`config.mk`:
```
export PLATFORM = sky130hd
export DESIGN_NAME = cnn_image_loader
export DESIGN_NICKNAME = d
export VERILOG_FILES = /design/src/rtl/cnn_image_loader.sv
export SDC_FILE = /design/constraint.sdc
export NUM_CORES = 1
export LEC_CHECK = 0
export CORE_MARGIN = 2
export CORE_UTILIZATION = 48
export CTS_CLUSTER_DIAMETER = 30
export DETAILED_ROUTE_END_ITERATION = 8
export MAX_ROUTING_LAYER = met4
export PLACE_DENSITY_LB_ADDON = 0.12
export SYNTH_ARGS = -nofsm -noshare
export SYNTH_HDL_FRONTEND = slang
export SYNTH_SLANG_ARGS = --single-unit
```
`constraint.sdc`:
```
create_clock -name clk -period 4.3 [get_ports clk]
set_input_delay 1.29 -clock clk [delete_from_list [all_inputs] [get_ports clk]]
set_output_delay 1.29 -clock clk [all_outputs]
set_load 0.1 [all_outputs]
```
`src/rtl/cnn_image_loader.sv`:
```
// Purpose: write side of the CNN pixel RAM; loads one frame row-major, then starts and re-arms the engine.
// Latency: a pixel accepted on cycle T is written on cycle T+1; eng_start follows the final write by one cycle.
// Backpressure: s_ready is high only in RECV and DROP; no beats are taken from START through ENG_CLR.
// Option: define LOADER_ZERO_PAD_EN to zero-pad short frames instead of discarding them.
module cnn_image_loader #(
  parameter int IMG_W  = 8,
  parameter int IMG_H  = 8,
  parameter int DATA_W = 32,
  parameter int ADDR_W = 6,
  parameter int CNT_W  = 16
) (
  input  logic              clk,
  input  logic              rst,
  input  logic              s_valid,
  output logic              s_ready,
  input  logic [DATA_W-1:0] s_data,
  input  logic              s_last,
  output logic              mem_we,
  output logic [ADDR_W-1:0] mem_addr,
  output logic [DATA_W-1:0] mem_wdata,
  output logic              eng_start,
  input  logic              eng_done,
  output logic              eng_rst,
  output logic              busy,
  output logic              frame_err,
  output logic [CNT_W-1:0]  frame_cnt
);

  localparam int N = IMG_W * IMG_H;
  localparam logic [ADDR_W-1:0] LAST_PIX = ADDR_W'(N - 1);

  typedef enum logic [2:0] {RECV, PAD, DROP, START, WAIT_DONE, ENG_CLR} state_t;

  state_t             state_q, state_d;
  logic [ADDR_W-1:0]  pix_cnt_q, pix_cnt_d;
  logic               mem_we_q, mem_we_d;
  logic [ADDR_W-1:0]  mem_addr_q, mem_addr_d;
  logic [DATA_W-1:0]  mem_wdata_q, mem_wdata_d;
  logic               eng_start_q, eng_start_d;
  logic               eng_rst_q, eng_rst_d;
  logic               busy_q, busy_d;
  logic               frame_err_q, frame_err_d;
  logic [CNT_W-1:0]   frame_cnt_q, frame_cnt_d;
  logic               beat;

  // Ready is decoded straight from the registered state so the source sees it without a cycle of lag.
  assign s_ready = (state_q == RECV) || (state_q == DROP);
  assign beat    = s_valid && s_ready;

  // Next-state and registered-output decode.
  always_comb begin
    state_d     = state_q;
    pix_cnt_d   = pix_cnt_q;
    mem_we_d    = 1'b0;
    mem_addr_d  = mem_addr_q;
    mem_wdata_d = mem_wdata_q;
    eng_start_d = 1'b0;
    eng_rst_d   = 1'b0;
    frame_err_d = 1'b0;
    frame_cnt_d = frame_cnt_q;
    case (state_q)
      RECV: begin
        if (beat) begin
          mem_we_d    = 1'b1;
          mem_addr_d  = pix_cnt_q;
          mem_wdata_d = s_data;
          if (pix_cnt_q == LAST_PIX) begin
            // Final slot filled: either a clean end or the start of an overlong tail.
            state_d = s_last ? START : DROP;
          end else if (s_last) begin
            frame_err_d = 1'b1;
`ifdef LOADER_ZERO_PAD_EN
            pix_cnt_d = pix_cnt_q + 1'b1;
            state_d   = PAD;
`else
            // Partial data stays in RAM; the next good frame overwrites every address.
            pix_cnt_d = '0;
`endif
          end else begin
            pix_cnt_d = pix_cnt_q + 1'b1;
          end
        end
      end
      PAD: begin
        mem_we_d    = 1'b1;
        mem_addr_d  = pix_cnt_q;
        mem_wdata_d = '0;
        if (pix_cnt_q == LAST_PIX) state_d = START;
        else                       pix_cnt_d = pix_cnt_q + 1'b1;
      end
      DROP: begin
        if (beat && s_last) begin
          frame_err_d = 1'b1;
          state_d     = START;
        end
      end
      START: begin
        eng_start_d = 1'b1;
        state_d     = WAIT_DONE;
      end
      WAIT_DONE: begin
        if (eng_done) state_d = ENG_CLR;
      end
      ENG_CLR: begin
        eng_rst_d   = 1'b1;
        frame_cnt_d = frame_cnt_q + 1'b1;
        pix_cnt_d   = '0;
        state_d     = RECV;
      end
      default: state_d = RECV;
    endcase
    busy_d = (state_d != RECV);
  end

  // State and output registers with synchronous reset.
  always_ff @(posedge clk) begin
    if (rst) begin
      state_q     <= RECV;
      pix_cnt_q   <= '0;
      mem_we_q    <= 1'b0;
      mem_addr_q  <= '0;
      mem_wdata_q <= '0;
      eng_start_q <= 1'b0;
      eng_rst_q   <= 1'b0;
      busy_q      <= 1'b0;
      frame_err_q <= 1'b0;
      frame_cnt_q <= '0;
    end else begin
      state_q     <= state_d;
      pix_cnt_q   <= pix_cnt_d;
      mem_we_q    <= mem_we_d;
      mem_addr_q  <= mem_addr_d;
      mem_wdata_q <= mem_wdata_d;
      eng_start_q <= eng_start_d;
      eng_rst_q   <= eng_rst_d;
      busy_q      <= busy_d;
      frame_err_q <= frame_err_d;
      frame_cnt_q <= frame_cnt_d;
    end
  end

  assign mem_we    = mem_we_q;
  assign mem_addr  = mem_addr_q;
  assign mem_wdata = mem_wdata_q;
  assign eng_start = eng_start_q;
  assign eng_rst   = eng_rst_q;
  assign busy      = busy_q;
  assign frame_err = frame_err_q;
  assign frame_cnt = frame_cnt_q;

endmodule

```
==> report_table.html <==
<table>
<tr><th>Metric</th><th>Value</th></tr>
<tr><th colspan="2">Synth</th></tr>
<tr><td>Post-synthesis async set-or-reset flop share</td><td>0%</td></tr>
<tr><td>Leading post-synthesis cells by cell area</td><td>dfxtp_1 (50%), a22oi_1 (8.9%), nor2_1 (8.2%)</td></tr>
<tr><td>Cell accounting for the most synthesized area</td><td>dfxtp_1</td></tr>
<tr><td>YS warnings</td><td>0</td></tr>
<tr><td>Syn Area/Cell</td><td>9.238 um2</td></tr>
<tr><td>Number of enable flip-flop cells after synthesis</td><td>0</td></tr>
<tr><td>Sequential cell area fraction in the yosys report</td><td>50.46%</td></tr>
<tr><td>Most common flop cell mapped by yosys</td><td>dfxtp_1</td></tr>
<tr><td>Syn Nets</td><td>331</td></tr>
<tr><td>Area of the mapped netlist</td><td>0.002698 mm2</td></tr>
<tr><td>Post-synthesis sequential element count</td><td>68</td></tr>
<tr><td>Number of distinct library cells after synthesis</td><td>44</td></tr>
<tr><td>Share of the synthesized area in the top cell type</td><td>50.46%</td></tr>
<tr><td>Post-Synthesis Cells</td><td>292</td></tr>
<tr><th colspan="2">Hold path</th></tr>
<tr><td>Hold Crit Class</td><td>flop to flop</td></tr>
<tr><td>Endpoint of the worst hold-timing path</td><td>mem_addr[5]$_SDFFE_PP0P_</td></tr>
<tr><td>Worst hold path startpoint</td><td>mem_addr[5]$_SDFFE_PP0P_</td></tr>
<tr><td>Worst Hold Depth</td><td>2</td></tr>
<tr><th colspan="2">Critical path</th></tr>
<tr><td>R2r startpoint</td><td>state_q[2]$_SDFF_PP0_</td></tr>
<tr><td>Worst Path Required</td><td>3.01 ns</td></tr>
<tr><td>Startpoint class of the critical path</td><td>flop</td></tr>
<tr><td>Length in cells of the worst reg-to-reg path</td><td>4</td></tr>
<tr><td>Endpoint of the most critical register-to-register path</td><td>frame_cnt[12]$_SDFFE_PP0P_</td></tr>
<tr><td>Cell chain of the critical path</td><td>clkdlybuf4s50_1</td></tr>
<tr><td>Crit path buffers/inverters</td><td>1</td></tr>
<tr><td>Kind of capture point of the worst setup path</td><td>primary output</td></tr>
<tr><td>Data arrival time at the worst-slack endpoint</td><td>1.95 ns</td></tr>
<tr><td>Slack of the worst reg-to-reg path</td><td>2.30 ns</td></tr>
<tr><td>Crit path max-delay family</td><td>buffers and inverters</td></tr>
<tr><td>Critical Path Slowest Stage Cell</td><td>clkdlybuf4s50_1</td></tr>
<tr><td>CP peak stage delay</td><td>1.17 ns</td></tr>
<tr><td>Critical path class</td><td>flop to primary output</td></tr>
<tr><td>Largest fanout on the critical path</td><td>6</td></tr>
<tr><th colspan="2">Die</th></tr>
<tr><td>Ports</td><td>97</td></tr>
<tr><td>Core Footprint</td><td>0.005473 mm2</td></tr>
<tr><td>Width of the chip</td><td>78.97 um</td></tr>
<tr><td>Initial Util</td><td>49.29%</td></tr>
<tr><td>Die Height</td><td>78.97 um</td></tr>
<tr><td>Placement Rows</td><td>27</td></tr>
<tr><td>Die area</td><td>0.006235 mm2</td></tr>
<tr><th colspan="2">Pwr</th></tr>
<tr><td>Static Leakage</td><td>1.426 nW</td></tr>
<tr><td>Power after layout</td><td>1.368 mW</td></tr>
<tr><td>Peak supply drop</td><td>0.2418 mV</td></tr>
<tr><td>Power density cells</td><td>356.0 mW/mm2</td></tr>
<tr><th colspan="2">Finish</th></tr>
<tr><td>Area added between synthesis and finish</td><td>42.44%</td></tr>
<tr><td>Most frequent cells in the layout</td><td>clkdlybuf4s50_1 (94), dfxtp_1 (68), nor2_1 (59)</td></tr>
<tr><td>Leading cell type in the layout, fill and taps excluded</td><td>clkdlybuf4s50_1</td></tr>
<tr><td>Utilization after layout</td><td>70.21%</td></tr>
<tr><td>NumNets Final</td><td>421</td></tr>
<tr><td>Non-filler cells, final</td><td>458</td></tr>
<tr><td>Fraction of final layout cells sized beyond drive strength 1</td><td>7.513%</td></tr>
<tr><td>Antenna diode count</td><td>0</td></tr>
<tr><td>Non-Filler Cell Area, Final</td><td>0.003842 mm2</td></tr>
<tr><th colspan="2">CTS</th></tr>
<tr><td>Number of buffers on the longest clock path</td><td>2</td></tr>
<tr><td>PostCTS Resize Cnt</td><td>0</td></tr>
<tr><td>Number of clock sinks</td><td>68</td></tr>
<tr><td>Number of setup buffers added after CTS</td><td>0</td></tr>
<tr><td>Num CTS Buffers</td><td>9</td></tr>
<tr><td>Max H-tree Level</td><td>3</td></tr>
<tr><td>Root buffer cell</td><td>clkbuf_8</td></tr>
<tr><td>Clock tree from TritonCTS</td><td>built</td></tr>
<tr><td>Clock latency of the later-clocked register in the worst-skew pair</td><td>0.33 ns</td></tr>
<tr><td>Hold_buf cts</td><td>0</td></tr>
<tr><td>Clock edge transition at the registers on the reported setup and hold paths</td><td>0.07 ns</td></tr>
<tr><th colspan="2">Placed design</th></tr>
<tr><td>Dpl hpwl</td><td>4360 um</td></tr>
<tr><td>Worst setup timing slack at the placement stage</td><td>1.287 ns</td></tr>
<tr><td>Post-placement cell count</td><td>443</td></tr>
<tr><td>Final weighted congestion in routability-driven placement</td><td>0.8565</td></tr>
<tr><td>DP Area</td><td>0.003674 mm2</td></tr>
<tr><td>Count of input and output buffers</td><td>96</td></tr>
<tr><th colspan="2">GRT</th></tr>
<tr><td>Overflow left after global routing</td><td>0</td></tr>
<tr><td>Number of antenna violations at the first check in global routing</td><td>0</td></tr>
<tr><td>All-layer global routing usage</td><td>22.05%</td></tr>
<tr><td>Wire length of the first global-routing pass</td><td>10450 um</td></tr>
<tr><td>Maximum number of pins on one net before global-route repair</td><td>41</td></tr>
<tr><td>Via count of the first global-routing pass</td><td>2241</td></tr>
<tr><th colspan="2">STA</th></tr>
<tr><td>RSZ-0062 raised after global routing</td><td>no</td></tr>
<tr><td>Worst hold slack</td><td>0.4995 ns</td></tr>
<tr><td>Total count of hold-check failures in the final report</td><td>0</td></tr>
<tr><td>Minimum clock period after layout</td><td>3.240 ns</td></tr>
<tr><td>Setup_tns</td><td>0 ns</td></tr>
<tr><td>Worst rel slew slack</td><td>32.99%</td></tr>
<tr><td>Setup skew after layout</td><td>0.005767 ns</td></tr>
<tr><td>Number of setup violations in the final report</td><td>0</td></tr>
<tr><td>Post-route setup slack</td><td>1.060 ns</td></tr>
<tr><td>Max Slew Vio Count</td><td>0</td></tr>
<tr><td>Max Clock Freq</td><td>308.6 MHz</td></tr>
<tr><td>Post-route clock period utilization</td><td>75.35%</td></tr>
<tr><td>Measured slew at the worst slew-check pin</td><td>1.002 ns</td></tr>
<tr><th colspan="2">Routing</th></tr>
<tr><td>Number of vias in the routed layout</td><td>2472</td></tr>
<tr><td>Number of vias per cell after detailed routing</td><td>5.397</td></tr>
<tr><td>DRC marker count from the first detailed-route iteration</td><td>108</td></tr>
<tr><td>Final wirelength</td><td>6316 um</td></tr>
<tr><td># DRC</td><td>0</td></tr>
<tr><td>Detail-routed net length per standard cell</td><td>13.79 um</td></tr>
<tr><td>Iteration count of the initial detailed-routing pass</td><td>4</td></tr>
<tr><td>Routed Antenna Nets</td><td>0</td></tr>
<tr><th colspan="2">Run</th></tr>
<tr><td>Number of maximum-capacitance constraint violations</td><td>0</td></tr>
<tr><th colspan="2">Status</th></tr>
<tr><td>Run status</td><td>finished, final reports clean</td></tr>
</table>
[cell families after synthesis]
family	share of synthesized area [%]
AND/OR/NAND/NOR	21.06
flip-flops	50.46
AO/OA/AOI/OAI	16.14
buffers and inverters	4.638
multiplexers	3.850
XOR/XNOR	2.922
adder cells (fa/ha/maj)	0.9275
[worst max path at each step]
stage          cells after the start                      start  slack [ns]                         to
6_report                           1  frame_cnt[3]$_SDFFE_PP0P_        1.06               frame_cnt[3]
5_1_grt                            1  frame_cnt[3]$_SDFFE_PP0P_        1.03               frame_cnt[3]
4_1_cts                            1  frame_cnt[3]$_SDFFE_PP0P_        1.06               frame_cnt[3]
3_5_place_dp                       5                    s_valid        1.29  pix_cnt_q[1]$_SDFFE_PP0P_
3_3_place_gp                       5                    s_valid        1.32  pix_cnt_q[1]$_SDFFE_PP0P_
2_1_floorplan                      2      state_q[2]$_SDFF_PP0_        1.20                    s_ready
[area by class of cell]
class | count | area, um2
inverter | 6 | 22.52
clock buffer | 13 | 158.9
timing repair buffer | 99 | 975.9
clock inverter | 2 | 10.01
multi-input combinational | 198 | 1224
tap | 72 | 90.09
sequential | 68 | 1361
fill | 460 | 1630
[synthesized netlist by cell type (all sizes together) (4+ instances only)]
cell	number
mux2i	7
dfxtp	68
inv	6
a21oi	8
o21ai	6
buf	9
nor2	59
nand3	6
nor3	7
clkbuf	11
nand2	10
nor2b	4
a22oi	32
nor4	6
xnor2	7
nand4	6
[worst min-delay path, stage by stage (launching register included)]
cell	delay, ns
dfxtp_1	0.33
mux2i_1	0.07
nor2_1	0.07
[report_power, final]
group	internal (mW)	switching, mW	total, mW
sequential	0.649	0.0101	0.659
combinational	0.0771	0.179	0.256
clock	0.236	0.217	0.453
[sequential cells by signal, summed over array words and instances (netlist names)]
name / flops
pix_cnt_q: 6
frame_err: 1
mem_addr: 6
mem_we: 1
busy: 1
mem_wdata: 32
eng_rst: 1
frame_cnt: 16
state_q: 3
eng_start: 1
[layer usage]
metal	part of all wire (%)	routed length, um	global-route usage, %	up-vias
li1	-	-	-	1224
met1	44	2806	27.97	1162
met2	47	2979	32.63	78
met3	6.7	426	6.136	8
met4	1.6	104	10.52	0
met5	0	0	-	-
(Power assumes the default switching activity.)
